$ cat src/rtl/updown_counter_mod.sv
// Parametrised up/down modulo counter with load, clear, wrap pulse and sticky overflow.
// Optional feature macro: UDC_SATURATE_EN (hold at the boundary instead of wrapping).
module updown_counter_mod #(
    parameter int WIDTH     = 4,
    parameter int MODULUS   = 16,
    parameter int RESET_VAL = 0
) (
    input  logic             clk,
    input  logic             rst,
    input  logic             clr,
    input  logic             load,
    input  logic [WIDTH-1:0] load_val,
    input  logic             en,
    input  logic             up,
    output logic [WIDTH-1:0] count,
    output logic             wrap,
    output logic             tc,
    output logic             ovf
);

    localparam logic [WIDTH-1:0] MAXV = WIDTH'(MODULUS - 1);
    localparam logic [WIDTH-1:0] RSTV = WIDTH'(RESET_VAL);

    logic [WIDTH-1:0] r_count;
    logic             r_wrap;
    logic             r_ovf;

    logic [WIDTH-1:0] w_addend;
    logic [WIDTH-1:0] w_sum;
    logic [WIDTH-1:0] w_carry;
    logic [WIDTH-1:0] w_load_v;
    logic [WIDTH-1:0] w_bound_v;
    logic             w_at_top;
    logic             w_at_zero;
    logic             w_tc;

    // +1 or all-ones (-1); carry out of the top cell is dropped
    assign w_addend   = up ? {{(WIDTH-1){1'b0}}, 1'b1} : '1;
    assign w_carry[0] = 1'b0;

    for (genvar i = 0; i < WIDTH; i++) begin : g_fa
        assign w_sum[i] = r_count[i] ^ w_addend[i] ^ w_carry[i];
        if (i < WIDTH - 1) begin : g_c
            assign w_carry[i+1] = (r_count[i] & w_addend[i])
                                | (w_carry[i] & (r_count[i] ^ w_addend[i]));
        end
    end

    assign w_at_top  = (r_count == MAXV);
    assign w_at_zero = (r_count == '0);
    assign w_tc      = up ? w_at_top : w_at_zero;
    assign w_load_v  = (load_val > MAXV) ? MAXV : load_val;

`ifdef UDC_SATURATE_EN
    assign w_bound_v = r_count;
`else
    assign w_bound_v = up ? '0 : MAXV;
`endif

    always_ff @(posedge clk) begin
        if (rst || clr) begin
            r_count <= RSTV;
            r_wrap  <= 1'b0;
            r_ovf   <= 1'b0;
        end else if (load) begin
            r_count <= w_load_v;
            r_wrap  <= 1'b0;
        end else if (en) begin
            if (w_tc) begin
                r_count <= w_bound_v;
                r_wrap  <= 1'b1;
                r_ovf   <= 1'b1;
            end else begin
                r_count <= w_sum;
                r_wrap  <= 1'b0;
            end
        end else begin
            r_wrap <= 1'b0;
        end
    end

    assign count = r_count;
    assign wrap  = r_wrap;
    assign ovf   = r_ovf;
    assign tc    = w_tc;

endmodule

$ cat config.mk
export PLATFORM = sky130hd
export DESIGN_NAME = updown_counter_mod
export DESIGN_NICKNAME = d
export VERILOG_FILES = /design/src/rtl/updown_counter_mod.sv
export SDC_FILE = /design/constraint.sdc
export NUM_CORES = 1
export LEC_CHECK = 0
export BUFFER_PORTS_ARGS = -buffer_cell sky130_fd_sc_hd__buf_2
export CELL_PAD_IN_SITES_DETAIL_PLACEMENT = 1
export CELL_PAD_IN_SITES_GLOBAL_PLACEMENT = 1
export CORE_AREA = 8 8 45 47
export DETAILED_ROUTE_END_ITERATION = 12
export DIE_AREA = 0 0 53 55
export GPL_ROUTABILITY_DRIVEN = 0
export GPL_TIMING_DRIVEN = 0
export HOLD_SLACK_MARGIN = 0.06
export PLACE_DENSITY = 0.76
export REMOVE_ABC_BUFFERS = 1
export SKIP_CTS_REPAIR_TIMING = 1
export SYNTH_ARGS = -nofsm -noshare
export SYNTH_HDL_FRONTEND = slang
export SYNTH_SLANG_ARGS = --single-unit
$ cat constraint.sdc
create_clock -name clk -period 4 [get_ports clk]
set_input_delay 0.4 -clock clk [delete_from_list [all_inputs] [get_ports clk]]
set_output_delay 0.4 -clock clk [all_outputs]
set_load 0.1 [all_outputs]
After elaboration in Yosys (flattened, before gate mapping)
Index checks and enable logic that the tools add are counted.
Operators by class
  $mul: 0
  eq/ne operators: 1
  order comparisons: 1
  bitwise logic cells: 16
  multiplexer cells: 8
  shift operators: 0
  reduce and logical (&&, ||, !) cells: 5
  divide/modulo/power cells: 0
  $add $sub $neg: 0
Operators by type and width (number)
  4-bit two-way mux: 6
  1-bit XOR: 7
  1-bit bitwise AND: 5
  4-bit equality test (second input constant): 1
  4-bit greater-than comparator (second input constant): 1
  4-bit zero test: 1
  3-bit AND reduction: 1
  3-bit OR reduction: 1
  1-bit two-way mux: 2
  1-bit NOT: 2
  1-bit bitwise OR: 2
  2-bit nonzero test: 1
  1-bit logical OR: 1
Word-level totals
  memories kept: 0
  bits in writable memories: 0
  input port bits: 10
  bits in registers: 6
  bits in read-only memories: 0
  output and inout port bits: 7
  bits in latches: 0
  logic and storage cells: 34

Logic depth before layout (Yosys ltp)
  depth in word-level cells: 10
  mapped depth: 8

Worst setup path before layout
Ideal clock, no wire load.
  path kind: flip-flop to output port
  start: register r_count[0] (netlist: count[0])
  end: output tc
  required time: 3.600 ns
  arrival time: 2.472 ns
  cell stages (with the launch flop): 3
  path slack: 1.128 ns
  path buffers: 0
  path through: dfxtp_1 -> nand4_1 -> mux2i_2
Between the ends
  cells in the longest elaborated chain, start to end: 2
  elaborated cells on any way between the ends: 3
  those cells by class: 1 x eq/ne; 1 x mux; 1 x reduce/logical
Ends and longest elaborated chain
  start, declared: RTL line 24  | logic [WIDTH-1:0] r_count;
  start signal, assigned: RTL line 66  | r_count <= w_load_v;
  start signal, assigned: RTL line 70  | r_count <= w_bound_v;
  start signal, assigned: RTL line 74  | r_count <= w_sum;
  4-bit equality test or 4-bit zero test (tied branches): RTL line 49, 50
  1-bit two-way mux *: RTL line 51  | assign w_tc = up ? w_at_top : w_at_zero;
  end, declared: RTL line 17  | output logic tc,
Every way passes the cells marked *; elsewhere a longest branch is shown, timed or not.

Final worst setup path
Ends and elaborated chain as after synthesis.

==> out/metrics.yaml <==
cts:
  cts_tree: "built"
  cts-root-to-sink-buffers: 2
  cts_sink_cnt: 6
  clkSlewWorstSetupHoldPaths_ns: 0.04
  clk_latency_ns: 0.25
  cts-htree-levels: 1
  cts_made_buffers: 3
  cts_root_buffer: "clkbuf_4"
global_routing:
  grt_first_pass_wirelength_um: 1860
  total_routing_usage_gr: 0.0894
  grt_max_degree: 12
  vias_in_the_first_global_route: 426
  gr-total-overflow: 0
  antenna_violations_before_repair: 0
critical_path:
  cp.required_ns: 3.60
  worstPathCellList: "or4_4, mux2i_2, buf_2"
  worstSetupEndpointType: "output port"
  cpPeakStageDelay_ns: 0.60
  regToRegSetupSlack_ns: 2.04
  critical_path_start_type: "register"
  worstPathArrival_ns: 1.89
  worst_path_max_delay_cell: "or4_4"
  critPathKind: "register to output port"
  biggest_fanout_along_the_worst_timing_path: 6
power_and_ir_drop:
  leakage_nw: 0.233
  post_route_total_power_uw: 185
  vdd.ir_drop.worst_mv: 0.141
  powerDensity_mw_per_mm2: 363
detailed_routing:
  avgRoutedWirePerCell_um: 14.2
  initialDrtViolationCount: 5
  drt-total-wl_um: 1170
  drc: 0
  count_of_tritonroute_iterations_in_the_first_routing_pass: 4
  drt-vias-per-instance: 5.24
  postRouteAntennaNets: 0
  routed_vias: 430
timing:
  hold_viol_final: 0
  setup_slack_ns: 1.71
  slew_headroom: 0.676
  worst_slew_pin_slew_ns: 0.489
  total_negative_slack_for_setup_checks_ns: 0
  min_period_over_period: 0.572
  report.final.setup_viol: 0
  grt_setup_unrepaired: "false"
  fin_worst_skew_ns: 0.000630
  final_period_minus_worst_setup_slack_ns: 2.29
  finalMaxSlewViolations: 0
  maxClockFrequency_mhz: 437
final_layout:
  antenna_cells_inserted: 0
  area.growth.synth_to_final_pct: 29.9
  finalNetCount: 80
  final_core_utilization: 0.369
  layout-drive-gt1-share: 0.333
logic_synthesis:
  yosys_warnings: 0
  netlist_instances: 48
  synth_top_cell_area_share: 0.306
  netlist.top_cell.by_area: "dfxtp_1"
  yosysUniqueCellTypes: 25
  asyncSetResetFlopFracSynth: 0
  syn_area_um2: 393
  synth.top_cells.by_area: "dfxtp_1 (31%), fa_1 (10%), a21oi_1 (7.6%), inv_1 (4.8%), nor2_1 (4.8%)"
  yosys-top-cells-count: "a21oi_1 (6), dfxtp_1 (6), inv_1 (5), nor2_1 (5)"
  share_of_synthesized_area_occupied_by_flip_flops_and_latches: 0.306
  postSynthRegisterBits: 6
  post_synth_edffs: 0
  ys_dominant_reg_cell: "dfxtp_1"
  synthesis.area_per_instance_um2: 8.18
die:
  design.core.area_mm2: 0.00138
  row_count: 14
  die-area_mm2: 0.00292
  effective_utilization_at_floorplan: 0.284
  ios: 17
  die_height_um: 55
  chipWidth_um: 53
placed_design:
  io_buffer_count: 16
  dp.final_hpwl_um: 936
  dp_slack_ns: 1.87
outcome:
  outcome: "finished clean"
hold_path:
  hold_path_class: "input port to register"
flow_run:
  max-cap-violations: 0
logic make-up (layout without fill, tap and decap cells):
kind of cell / Yosys count / count (layout) / share of synthesized area
adder cells (fa/ha/maj): 2 / 2 / 0.102
AO/OA/AOI/OAI: 15 / 15 / 0.236
multiplexers: 1 / 1 / 0.0350
AND/OR/NAND/NOR: 16 / 16 / 0.217
buffers and inverters: 6 / 24 / 0.0605
XOR/XNOR: 2 / 2 / 0.0446
flip-flops: 6 / 6 / 0.306
registers in the layout, summed over array words and instances (netlist names):
name   flops
ovf        1
wrap       1
count      4
placed cells by master (no fill, tap or decap), types with 2 or more instances in the layout:
cell type   n
inv_1       5
buf_2      16
fa_1        2
o21ai_0     2
nor3_1      2
a21oi_1     6
clkbuf_4    3
nand2_1     2
nor2_1      5
and3_1      2
dfxtp_1     6
report_power, final:
group	internal, mW	total, mW	switching [mW]
sequential	0.0625	0.0668	0.00435
clock	0.0340	0.0568	0.0228
combinational	0.0180	0.0619	0.0439
worst paths after layout:
kind | start | endpoint | cells past startpoint
setup / recovery | count[0]$_SDFFE_PP0P_ | tc | 3
hold / removal | rst | count[0]$_SDFFE_PP0P_ | 2
hold reg to reg | ovf$_SDFFE_PP0P_ | ovf$_SDFFE_PP0P_ | 2
setup reg to reg | count[0]$_SDFFE_PP0P_ | count[2]$_SDFFE_PP0P_ | 6
layer usage:
metal | global-route usage | vias up | routed length (µm)
met5 | 0 | - | 0
met4 | 0.0905 | 0 | 29
met3 | 0.00802 | 3 | 50
met2 | 0.146 | 11 | 613
met1 | 0.0982 | 206 | 473
li1 | - | 210 | -
through the flow:
stage               std cells  hold slack (ns)  area, µm²
floorplan                  47            0.477        388
detailed placement         79            0.554        488
finish                     82            0.357        510
global placement           79            0.495        488
global route               82            0.346        510
CTS                        82            0.352        510
area by class of cell:
cell class | count | area (µm²)
fill | 179 | 873
multi-input combinational | 36 | 249
sequential | 6 | 120
timing repair buffer | 16 | 80.1
clock buffer | 3 | 22.5
tap | 16 | 20.0
inverter | 5 | 18.8
worst max-delay path, delay by kind of cell, from the launching register on:
kind / cells / cell delay, ns
muxes: 1 / 0.20
and+or+nand+nor: 1 / 0.60
buffers and inverters: 1 / 0.46
DFF: 1 / 0.38
(Power assumes the default switching activity.)
